==> config.mk <==
export PLATFORM = sky130hd
export DESIGN_NAME = sccb_config_sequencer
export DESIGN_NICKNAME = d
export VERILOG_FILES = /design/src/rtl/sccb_cfg_pkg.sv /design/src/rtl/sccb_cfg_delay_timer.sv /design/src/rtl/sccb_config_sequencer.sv
export SDC_FILE = /design/constraint.sdc
export NUM_CORES = 1
export LEC_CHECK = 0
export CORE_MARGIN = 1.5
export CORE_UTILIZATION = 43
export DETAILED_ROUTE_END_ITERATION = 8
export REMOVE_ABC_BUFFERS = 1
export SLEW_MARGIN = 5
export SYNTH_ARGS = -nofsm -noshare
export SYNTH_HDL_FRONTEND = slang
export SYNTH_SLANG_ARGS = --single-unit
==> constraint.sdc <==
create_clock -name clk -period 6.21 [get_ports clk]
set_input_delay 1.242 -clock clk [delete_from_list [all_inputs] [get_ports clk]]
set_output_delay 1.242 -clock clk [all_outputs]
set_load 0.005 [all_outputs]
==> src/rtl/sccb_cfg_pkg.sv <==
// ============================================================================
// Module      : sccb_cfg_pkg
// Description : Shared opcodes, FSM state encoding and tick helper for the
//               SCCB configuration sequencer.
// Revision    : 1.0 - initial release
// ============================================================================
`default_nettype none

package sccb_cfg_pkg;

  localparam logic [1:0] OP_WRITE = 2'b00;
  localparam logic [1:0] OP_DELAY = 2'b01;
  localparam logic [1:0] OP_END   = 2'b10;
  localparam logic [1:0] OP_RSVD  = 2'b11;

  typedef enum logic [3:0] {
    ST_IDLE      = 4'd0,
    ST_FETCH     = 4'd1,
    ST_DECODE    = 4'd2,
    ST_ISSUE     = 4'd3,
    ST_WAIT_LOW  = 4'd4,
    ST_WAIT_HIGH = 4'd5,
    ST_DELAY     = 4'd6,
    ST_DONE      = 4'd7,
    ST_FAIL      = 4'd8
  } state_t;

  function automatic longint TICKS_PER_MS(input longint clk_freq);
    return clk_freq / 1000;
  endfunction

endpackage

`default_nettype wire

==> src/rtl/sccb_cfg_delay_timer.sv <==
// ============================================================================
// Module      : sccb_cfg_delay_timer
// Description : Millisecond delay timer; loads count*ticks-1 and counts down.
// Revision    : 1.0 - initial release
// ============================================================================
`default_nettype none

module sccb_cfg_delay_timer
  import sccb_cfg_pkg::*;
#(
  parameter int CLK_FREQ = 25000000
) (
  input  logic        clk,
  input  logic        reset,
  input  logic        load,
  input  logic [15:0] count_ms,
  input  logic        run,
  output logic        expired
);

  localparam longint c_tpm     = TICKS_PER_MS(longint'(CLK_FREQ));
  localparam int     c_timer_w = $clog2(65535 * c_tpm + 1);
  localparam logic [c_timer_w-1:0] c_tpm_w = c_timer_w'(c_tpm);

  logic [c_timer_w-1:0] r_count;
  logic [c_timer_w-1:0] w_load_val;

  // A zero-length delay still occupies one cycle in the DELAY state.
  always_comb begin
    w_load_val = '0;
    if (count_ms != 16'd0)
      w_load_val = c_timer_w'(count_ms) * c_tpm_w - c_timer_w'(1);
  end

  always_ff @(posedge clk) begin
    if (reset)
      r_count <= '0;
    else if (load)
      r_count <= w_load_val;
    else if (run && !expired)
      r_count <= r_count - c_timer_w'(1);
  end

  assign expired = (r_count == '0);

endmodule

`default_nettype wire

==> src/rtl/sccb_config_sequencer.sv <==
// ============================================================================
// Module      : sccb_config_sequencer
// Description : Walks a command ROM and issues register writes to an SCCB
//               master, with ms delays, NACK retry and busy/done/error status.
// Revision    : 1.0 - initial release
// ============================================================================
`default_nettype none

module sccb_config_sequencer
  import sccb_cfg_pkg::*;
#(
  parameter int CLK_FREQ  = 25000000,
  parameter int REG_AW    = 8,
  parameter int REG_DW    = 8,
  parameter int ROM_AW    = 8,
  parameter int ROM_LAT   = 1,
  parameter int MAX_RETRY = 3
) (
  input  logic                       clk,
  input  logic                       reset,
  input  logic                       start,
  output logic [ROM_AW-1:0]          rom_addr,
  input  logic [2+REG_AW+REG_DW-1:0] rom_data,
  input  logic                       sccb_ready,
  input  logic                       sccb_nack,
  output logic                       sccb_start,
  output logic [REG_AW-1:0]          sccb_addr,
  output logic [REG_DW-1:0]          sccb_data,
  output logic                       busy,
  output logic                       done,
  output logic                       error,
  output logic [ROM_AW-1:0]          cmd_count
);

  localparam int c_rom_w   = 2 + REG_AW + REG_DW;
  localparam int c_retry_w = $clog2(MAX_RETRY + 2);
  localparam logic [ROM_AW-1:0] c_last_addr = '1;
  // A combinational ROM needs no FETCH wait; decode directly on the new address.
  localparam state_t c_fetch_state = (ROM_LAT == 0) ? ST_DECODE : ST_FETCH;

  state_t               r_state, w_state_d;
  logic [ROM_AW-1:0]    r_rom_addr, w_rom_addr_d;
  logic [ROM_AW-1:0]    r_cmd_count, w_cmd_count_d;
  logic [REG_AW-1:0]    r_sccb_addr, w_sccb_addr_d;
  logic [REG_DW-1:0]    r_sccb_data, w_sccb_data_d;
  logic                 r_busy, w_busy_d;
  logic                 r_done, w_done_d;
  logic                 r_error, w_error_d;
  logic [c_retry_w-1:0] r_retry, w_retry_d;
  logic [3:0]           r_wl_cnt, w_wl_cnt_d;

  logic [1:0] w_op;
  logic       w_sccb_start;
  logic       w_timer_load;
  logic       w_timer_run;
  logic       w_timer_expired;
  logic       w_xfer_end;
  logic       w_advance;
  logic       w_fail;

  assign w_op = rom_data[c_rom_w-1 -: 2];

  sccb_cfg_delay_timer #(
    .CLK_FREQ (CLK_FREQ)
  ) u_delay_timer (
    .clk      (clk),
    .reset    (reset),
    .load     (w_timer_load),
    .count_ms (rom_data[15:0]),
    .run      (w_timer_run),
    .expired  (w_timer_expired)
  );

  always_comb begin
    w_state_d     = r_state;
    w_rom_addr_d  = r_rom_addr;
    w_cmd_count_d = r_cmd_count;
    w_sccb_addr_d = r_sccb_addr;
    w_sccb_data_d = r_sccb_data;
    w_busy_d      = r_busy;
    w_done_d      = r_done;
    w_error_d     = r_error;
    w_retry_d     = r_retry;
    w_wl_cnt_d    = r_wl_cnt;
    w_sccb_start  = 1'b0;
    w_timer_load  = 1'b0;
    w_timer_run   = 1'b0;
    w_xfer_end    = 1'b0;
    w_advance     = 1'b0;
    w_fail        = 1'b0;

    case (r_state)
      ST_IDLE, ST_DONE, ST_FAIL: begin
        if (start) begin
          w_rom_addr_d  = '0;
          w_cmd_count_d = '0;
          w_done_d      = 1'b0;
          w_error_d     = 1'b0;
          w_busy_d      = 1'b1;
          w_retry_d     = '0;
          w_state_d     = c_fetch_state;
        end
      end
      ST_FETCH: w_state_d = ST_DECODE;
      ST_DECODE: begin
        case (w_op)
          OP_WRITE: begin
            w_sccb_addr_d = rom_data[REG_DW +: REG_AW];
            w_sccb_data_d = rom_data[REG_DW-1:0];
            w_state_d     = ST_ISSUE;
          end
          OP_DELAY: begin
            w_timer_load = 1'b1;
            w_state_d    = ST_DELAY;
          end
          OP_END: begin
            w_done_d  = 1'b1;
            w_busy_d  = 1'b0;
            w_state_d = ST_DONE;
          end
          default: w_fail = 1'b1;
        endcase
      end
      ST_ISSUE: begin
        if (sccb_ready) begin
          w_sccb_start = 1'b1;
          w_wl_cnt_d   = 4'd0;
          w_state_d    = ST_WAIT_LOW;
        end
      end
      ST_WAIT_LOW: begin
        // A master that never drops ready is taken to have completed the write.
        if (!sccb_ready)
          w_state_d = ST_WAIT_HIGH;
        else if (r_wl_cnt == 4'd15)
          w_xfer_end = 1'b1;
        else
          w_wl_cnt_d = r_wl_cnt + 4'd1;
      end
      ST_WAIT_HIGH: w_xfer_end = sccb_ready;
      ST_DELAY: begin
        w_timer_run = 1'b1;
        w_advance   = w_timer_expired;
      end
      default: w_state_d = ST_IDLE;
    endcase

    if (w_xfer_end) begin
      if (!sccb_nack) begin
        w_cmd_count_d = r_cmd_count + ROM_AW'(1);
        w_retry_d     = '0;
        w_advance     = 1'b1;
      end else if (r_retry < c_retry_w'(MAX_RETRY)) begin
        w_retry_d = r_retry + c_retry_w'(1);
        w_state_d = ST_ISSUE;
      end else begin
        w_fail = 1'b1;
      end
    end

    if (w_advance) begin
      if (r_rom_addr == c_last_addr) begin
        w_fail = 1'b1;
      end else begin
        w_rom_addr_d = r_rom_addr + ROM_AW'(1);
        w_state_d    = c_fetch_state;
      end
    end

    if (w_fail) begin
      w_state_d = ST_FAIL;
      w_error_d = 1'b1;
      w_busy_d  = 1'b0;
    end
  end

  always_ff @(posedge clk) begin
    if (reset) begin
      r_state     <= ST_IDLE;
      r_rom_addr  <= '0;
      r_cmd_count <= '0;
      r_sccb_addr <= '0;
      r_sccb_data <= '0;
      r_busy      <= 1'b0;
      r_done      <= 1'b0;
      r_error     <= 1'b0;
      r_retry     <= '0;
      r_wl_cnt    <= 4'd0;
    end else begin
      r_state     <= w_state_d;
      r_rom_addr  <= w_rom_addr_d;
      r_cmd_count <= w_cmd_count_d;
      r_sccb_addr <= w_sccb_addr_d;
      r_sccb_data <= w_sccb_data_d;
      r_busy      <= w_busy_d;
      r_done      <= w_done_d;
      r_error     <= w_error_d;
      r_retry     <= w_retry_d;
      r_wl_cnt    <= w_wl_cnt_d;
    end
  end

  assign rom_addr   = r_rom_addr;
  assign cmd_count  = r_cmd_count;
  assign sccb_addr  = r_sccb_addr;
  assign sccb_data  = r_sccb_data;
  assign sccb_start = w_sccb_start;
  assign busy       = r_busy;
  assign done       = r_done;
  assign error      = r_error;

endmodule

`default_nettype wire

After elaboration in Yosys (flattened, before gate mapping)

Cells that the tools add are included.

Shift-type cells: 0
Add/subtract/negate cells: 6
Divide/modulo/power cells: 0
Bitwise operators: 0
Order comparisons: 1
Mux-type cells: 57
$mul: 1
Reduce and logical (&&, ||, !) cells: 19
Eq/ne operators: 17

Operators by type and width:

| operator               | count |
|---|---|
| $mux 31                | 3 |
| $mux 8                 | 8 |
| $sub 31x1->31 const B  | 2 |
| $mux 4                 | 12 |
| $logic_not 31->1       | 1 |
| $mul 16x12->28 const B | 1 |
| $pmux 4 s6             | 1 |
| $mux 1                 | 23 |
| $add 8x1->8 const B    | 2 |
| $eq 4x3->1 const B     | 4 |
| $reduce_bool 16->1     | 1 |
| $mux 3                 | 5 |
| $pmux 4 s3             | 1 |
| $ne 2x2->1 const B     | 5 |
| $reduce_bool 2->1      | 5 |
| $eq 4x2->1 const B     | 2 |
| $eq 4x4->1 const B     | 2 |
| $eq 8x8->1 const B     | 1 |
| $pmux 4 s2             | 1 |
| $pmux 1 s2             | 3 |
| $reduce_or 3->1        | 2 |
| $add 4x1->4 const B    | 1 |
| $eq 4x1->1 const B     | 1 |
| $logic_not 4->1        | 1 |
| other kinds (11)       | 13 |

Register bits after elaboration: 77
RAM bits: 0
Bits in read-only memories: 0
Memories: 0
Bits of input ports: 23
Bits in latches: 0

Depth between registers and ports, before layout

Depth in word-level cells: 11
Depth in mapped cells: 21
Mapped depth without buffers: 20

Hierarchy

Synthesis repeated with hierarchy kept, for this count alone.

Cell total of the unflattened synthesis: 1027
Area, all modules: 8394.3 sq um

Modules (own cells, without submodules):

| module                | instances | sequential area each (sq um) | cells each | area each (sq um) |
|---|---|---|---|---|
| sccb_cfg_delay_timer  | 1         | 620.6                        | 751        | 6029.5 |
| sccb_config_sequencer | 1         | 920.9                        | 276        | 2364.8 |

Worst setup path after synthesis

Ideal clock, no wire load.

Path type: in2reg
Start point: in rom_data[12]
End point: reg u_delay_timer.r_count[30]
Library setup time: 69 ps
Cell stages on the path: 19
Data required time: 6141 ps
Arrival time: 5956 ps
Buffers on the path: 1
Setup slack: 186 ps
Path through: inv_1 ha_1 ha_1 fa_1 fa_1 inv_1 fa_1 inv_1 ha_1 buf_2 a21oi_1 o21bai_1 a221o_1 a221o_1 nor3_2 o2111ai_1 nor4b_4 xnor3_1 o21ai_1

Cells in the longest elaborated chain, start to end: 4
Elaborated cells between the ends (all ways): 5

Ends and longest elaborated chain:

| what                 | line                        | source |
|---|---|---|
| from (decl)          | sccb_config_sequencer.sv:23 | `input logic [2+REG_AW+REG_DW-1:0] rom_data,` |
| $mul 16x12->28       | sccb_cfg_delay_timer.sv:32  | `w_load_val = c_timer_w'(count_ms) * c_tpm_w - c_timer_w'(1);` |
| $sub 31x1->31        | sccb_cfg_delay_timer.sv:32  |  |
| $mux 31 (*)          | sccb_cfg_delay_timer.sv:31  | `if (count_ms != 16'd0)` |
| $mux 31 (*)          | sccb_cfg_delay_timer.sv:38  | `else if (load)` |
| to (signal assigned) | sccb_cfg_delay_timer.sv:39  | `r_count <= w_load_val;` |
| to (signal assigned) | sccb_cfg_delay_timer.sv:41  | `r_count <= r_count - c_timer_w'(1);` |
| to (decl)            | sccb_cfg_delay_timer.sv:25  | `logic [c_timer_w-1:0] r_count;` |

Mark *: on every way between the ends. The rest lies on a longest branch, timed or not.
A chain may end at the register's enable or synchronous reset.

Final worst setup path

Start point: in rom_data[13]
End point: reg u_delay_timer.r_count[30]

Same word-level chain as after synthesis.

==> out/qor.txt <==
number of flops mapped to enable cells by yosys -> 0
Yosys top cell area share -> 19.4%
CP Class -> in -> reg
setup violators final -> 0
commonest cells in the netlist -> ha_1, inv_1, nor2_1
Rel. slew slack -> 34.1%
DR WL/cell -> 15.2 um
CP most frequent cell -> inv_1
final core utilization -> 57.3%
post-layout min period -> 5910 ps
Layout Nets -> 1403
DP HPWL -> 17900 um
top routing layer used -> met4
worst vdd ir -> 0.265 mV
port bufs -> 58
Post-Synthesis Cells -> 1037
antenna viol nets, final -> 0
RSZ-0062 raised after global routing -> no
Vias -> 7747
Hold Buf Count CTS -> 0
wire length on met3 -> 606 um
max_cap viols -> 0
RePlAce Congestion -> 0.875
Residual DRC -> 0
Diodes inserted -> 0
CP top delay family -> adder cells
Layout area overhead -> 29.8%
H-tree Lvls -> 3
Hold Crit Class -> reg -> reg
Starting Density -> 44.1%
DRT Pass-1 Iters -> 5
Tcrit/Tclk final -> 95.2%
Post-synth ARST share -> 0%
P_sw -> 2.30 mW
Synth area leaders -> ha_1, dfxtp_1, fa_1
initial antenna violation count -> 0
GRT overflow -> 0
Row Count -> 50
Pleak -> 4.98 nW
Logic pwr share -> 78.0%
CP arrival -> 6200 ps
worst slew pin tran -> 980 ps
largest net degree at the start of global routing -> 42
clk_skew -> 11.9 ps
crit start category -> primary input
# clock sinks -> 77
Met1 Wirelength -> 11100 um
DRT iter0 DRCs -> 456
Top Ports -> 59
Synth Register Bits -> 77
CTS Buffer Depth -> 2
Flop pwr share -> 10.8%
via/cell ratio -> 5.23
status -> finished, final reports clean
final WL -> 22400 um
critical path fanouts, max -> 5
Num CTS Buffers -> 9
Die ar. -> 20200 um^2
Cell variety after synth -> 87
gr usage total -> 22.7%
PnR worst setup slack -> 295 ps
clock share of power -> 11.2%
Post-Place Setup Slack -> -530 ps
Post-synth top flop -> dfxtp_1
first-pass GRT wire length -> 36600 um
Synth area leader -> ha_1
CP Buf/Inv Count -> 6
root cell of the clock tree -> clkbuf_16
share of layout cells above drive strength 1 -> 20.1%
vias in the first global route -> 7390
worst-skew pair later-pin latency -> 360 ps
worst-path cell with the longest stage delay -> fa_1
Net Sw Frac -> 45.7%
top-count cell post-synth -> ha_1
die span in x -> 142 um
Final Max Tran Viols -> 0
Seq/Total Area, Yosys -> 18.5%
Synth Cell Area -> 8340 um^2
WP data required -> 6490 ps
Hold Vio Cnt, Final -> 0
Avg Cell Area, Syn -> 8.04 um^2
TritonCTS clock tree -> built
met2 wire length -> 10500 um
Peak Freq -> 169 MHz
CTS clock-pin slew for the worst setup and hold paths -> 60 ps
Core Footprint -> 18900 um^2
internal power -> 2.73 mW
CP Capture Type -> flop
PD cells -> 464 nW/um^2
chip height -> 142 um
slowest stage delay, CP -> 540 ps
crit path cell chain -> dlygate4sd2_1, buf_4, ha_2, ha_4, inv_1, fa_1, inv_1, fa_1, inv_1, fa_1, inv_1, ha_1, a21o_1, o21bai_1, a221o_1, a221o_1, nor3_2, o2111ai_2, nor4b_4, xnor3_1, o21ai_1
yosys warns -> 0
[routing by layer]
metal  vias up  GRT usage (%)
met4         0           5.37
li1       3977              -
met1      3617           31.9
met3        19           2.89
met2       134           37.0
met5         -              0
[area by class of cell]
class                   count  area [um^2]
clock inverters             7         82.6
inverters                 120          450
fillers                  1780         8060
repair buffers            206         1740
multi-input cells         801         6460
flip-flops and latches     77         1540
clock buffers               9          225
well taps                 260          325
[sequential cells by signal (all words and copies together) (netlist names)]
| name | cells |
|---|---|
| sccb_data | 8 |
| error | 1 |
| r_state | 4 |
| rom_addr | 8 |
| r_wl_cnt | 4 |
| u_delay_timer.r_count | 31 |
| cmd_count | 8 |
| r_retry | 3 |
| sccb_addr | 8 |
| done | 1 |
| busy | 1 |
[cell usage in the layout, fill, tap and decap left out, types with 15 or more instances in the layout]
cell type and n:
a21oi_1 68, xnor2_1 26, a31oi_1 18, nor3_1 33, dfxtp_1 77, clkdlybuf4s50_1 42
nand2_1 90, inv_1 120, nor2_1 96, xor2_1 23, o21ai_0 34, nand4_1 15
nand3_1 19, fa_1 36, ha_1 110, buf_4 143
[per-stage QoR]
step	hold WS [ps]	TNS (ps)	instance area, um^2	std cells	power (mW)
after CTS	455	0	10500	1478	4.80
after global placement	444	-4220	10100	1461	4.13
final	455	0	10800	1480	5.03
after floorplan	447	0	8160	998	2.74
after detailed placement	446	-4960	10100	1461	4.17
after global routing	473	0	10800	1480	5.46
[timing repair]
item / CTS / global route
setup buffers: 1 / 2
hold endpoints to repair: 0 / 0
setup endpoints to repair: 10 / 14
pin swaps: 6 / 22
gates resized for setup: 11 / 55
[tightest hold or removal path: stages (launching register included)]
cell and delay, ps:
dfxtp_1 310, nand2_1 50, a21oi_1 50
[power by group through the flow]
stage / Clock [mW] / Sequential [mW] / Combinational (mW)
final: 0.563 / 0.544 / 3.92
after global routing: 0.592 / 0.548 / 4.32
after CTS: 0.574 / 0.544 / 3.69
after global placement: 0 / 0.554 / 3.58
after detailed placement: 0 / 0.555 / 3.61
after floorplan: 0 / 0.549 / 2.19
[path summary, 6_finish.rpt]
path / start / endpoint / slack [ps] / depth (start not counted)
worst min-delay path: sccb_data[4] / sccb_data[4] / 460 / 2
worst max-delay path: rom_data[13] / u_delay_timer.r_count[30] / 300 / 21
worst min register to register: sccb_data[4] / sccb_data[4] / 460 / 2
worst max register to register: u_delay_timer.r_count[0] / rom_addr[4] / 2520 / 10
[cell families after synthesis]
group           Yosys count  synth area share, %
compound gates          240                 19.3
xor+xnor                 57                 6.15
flops                    77                 18.5
buf+inv                 159                 7.61
mux                       2                0.255
simple gates            337                 20.2
fa+ha+maj               165                 28.0
Note: power is estimated with default switching activity, not from simulation.
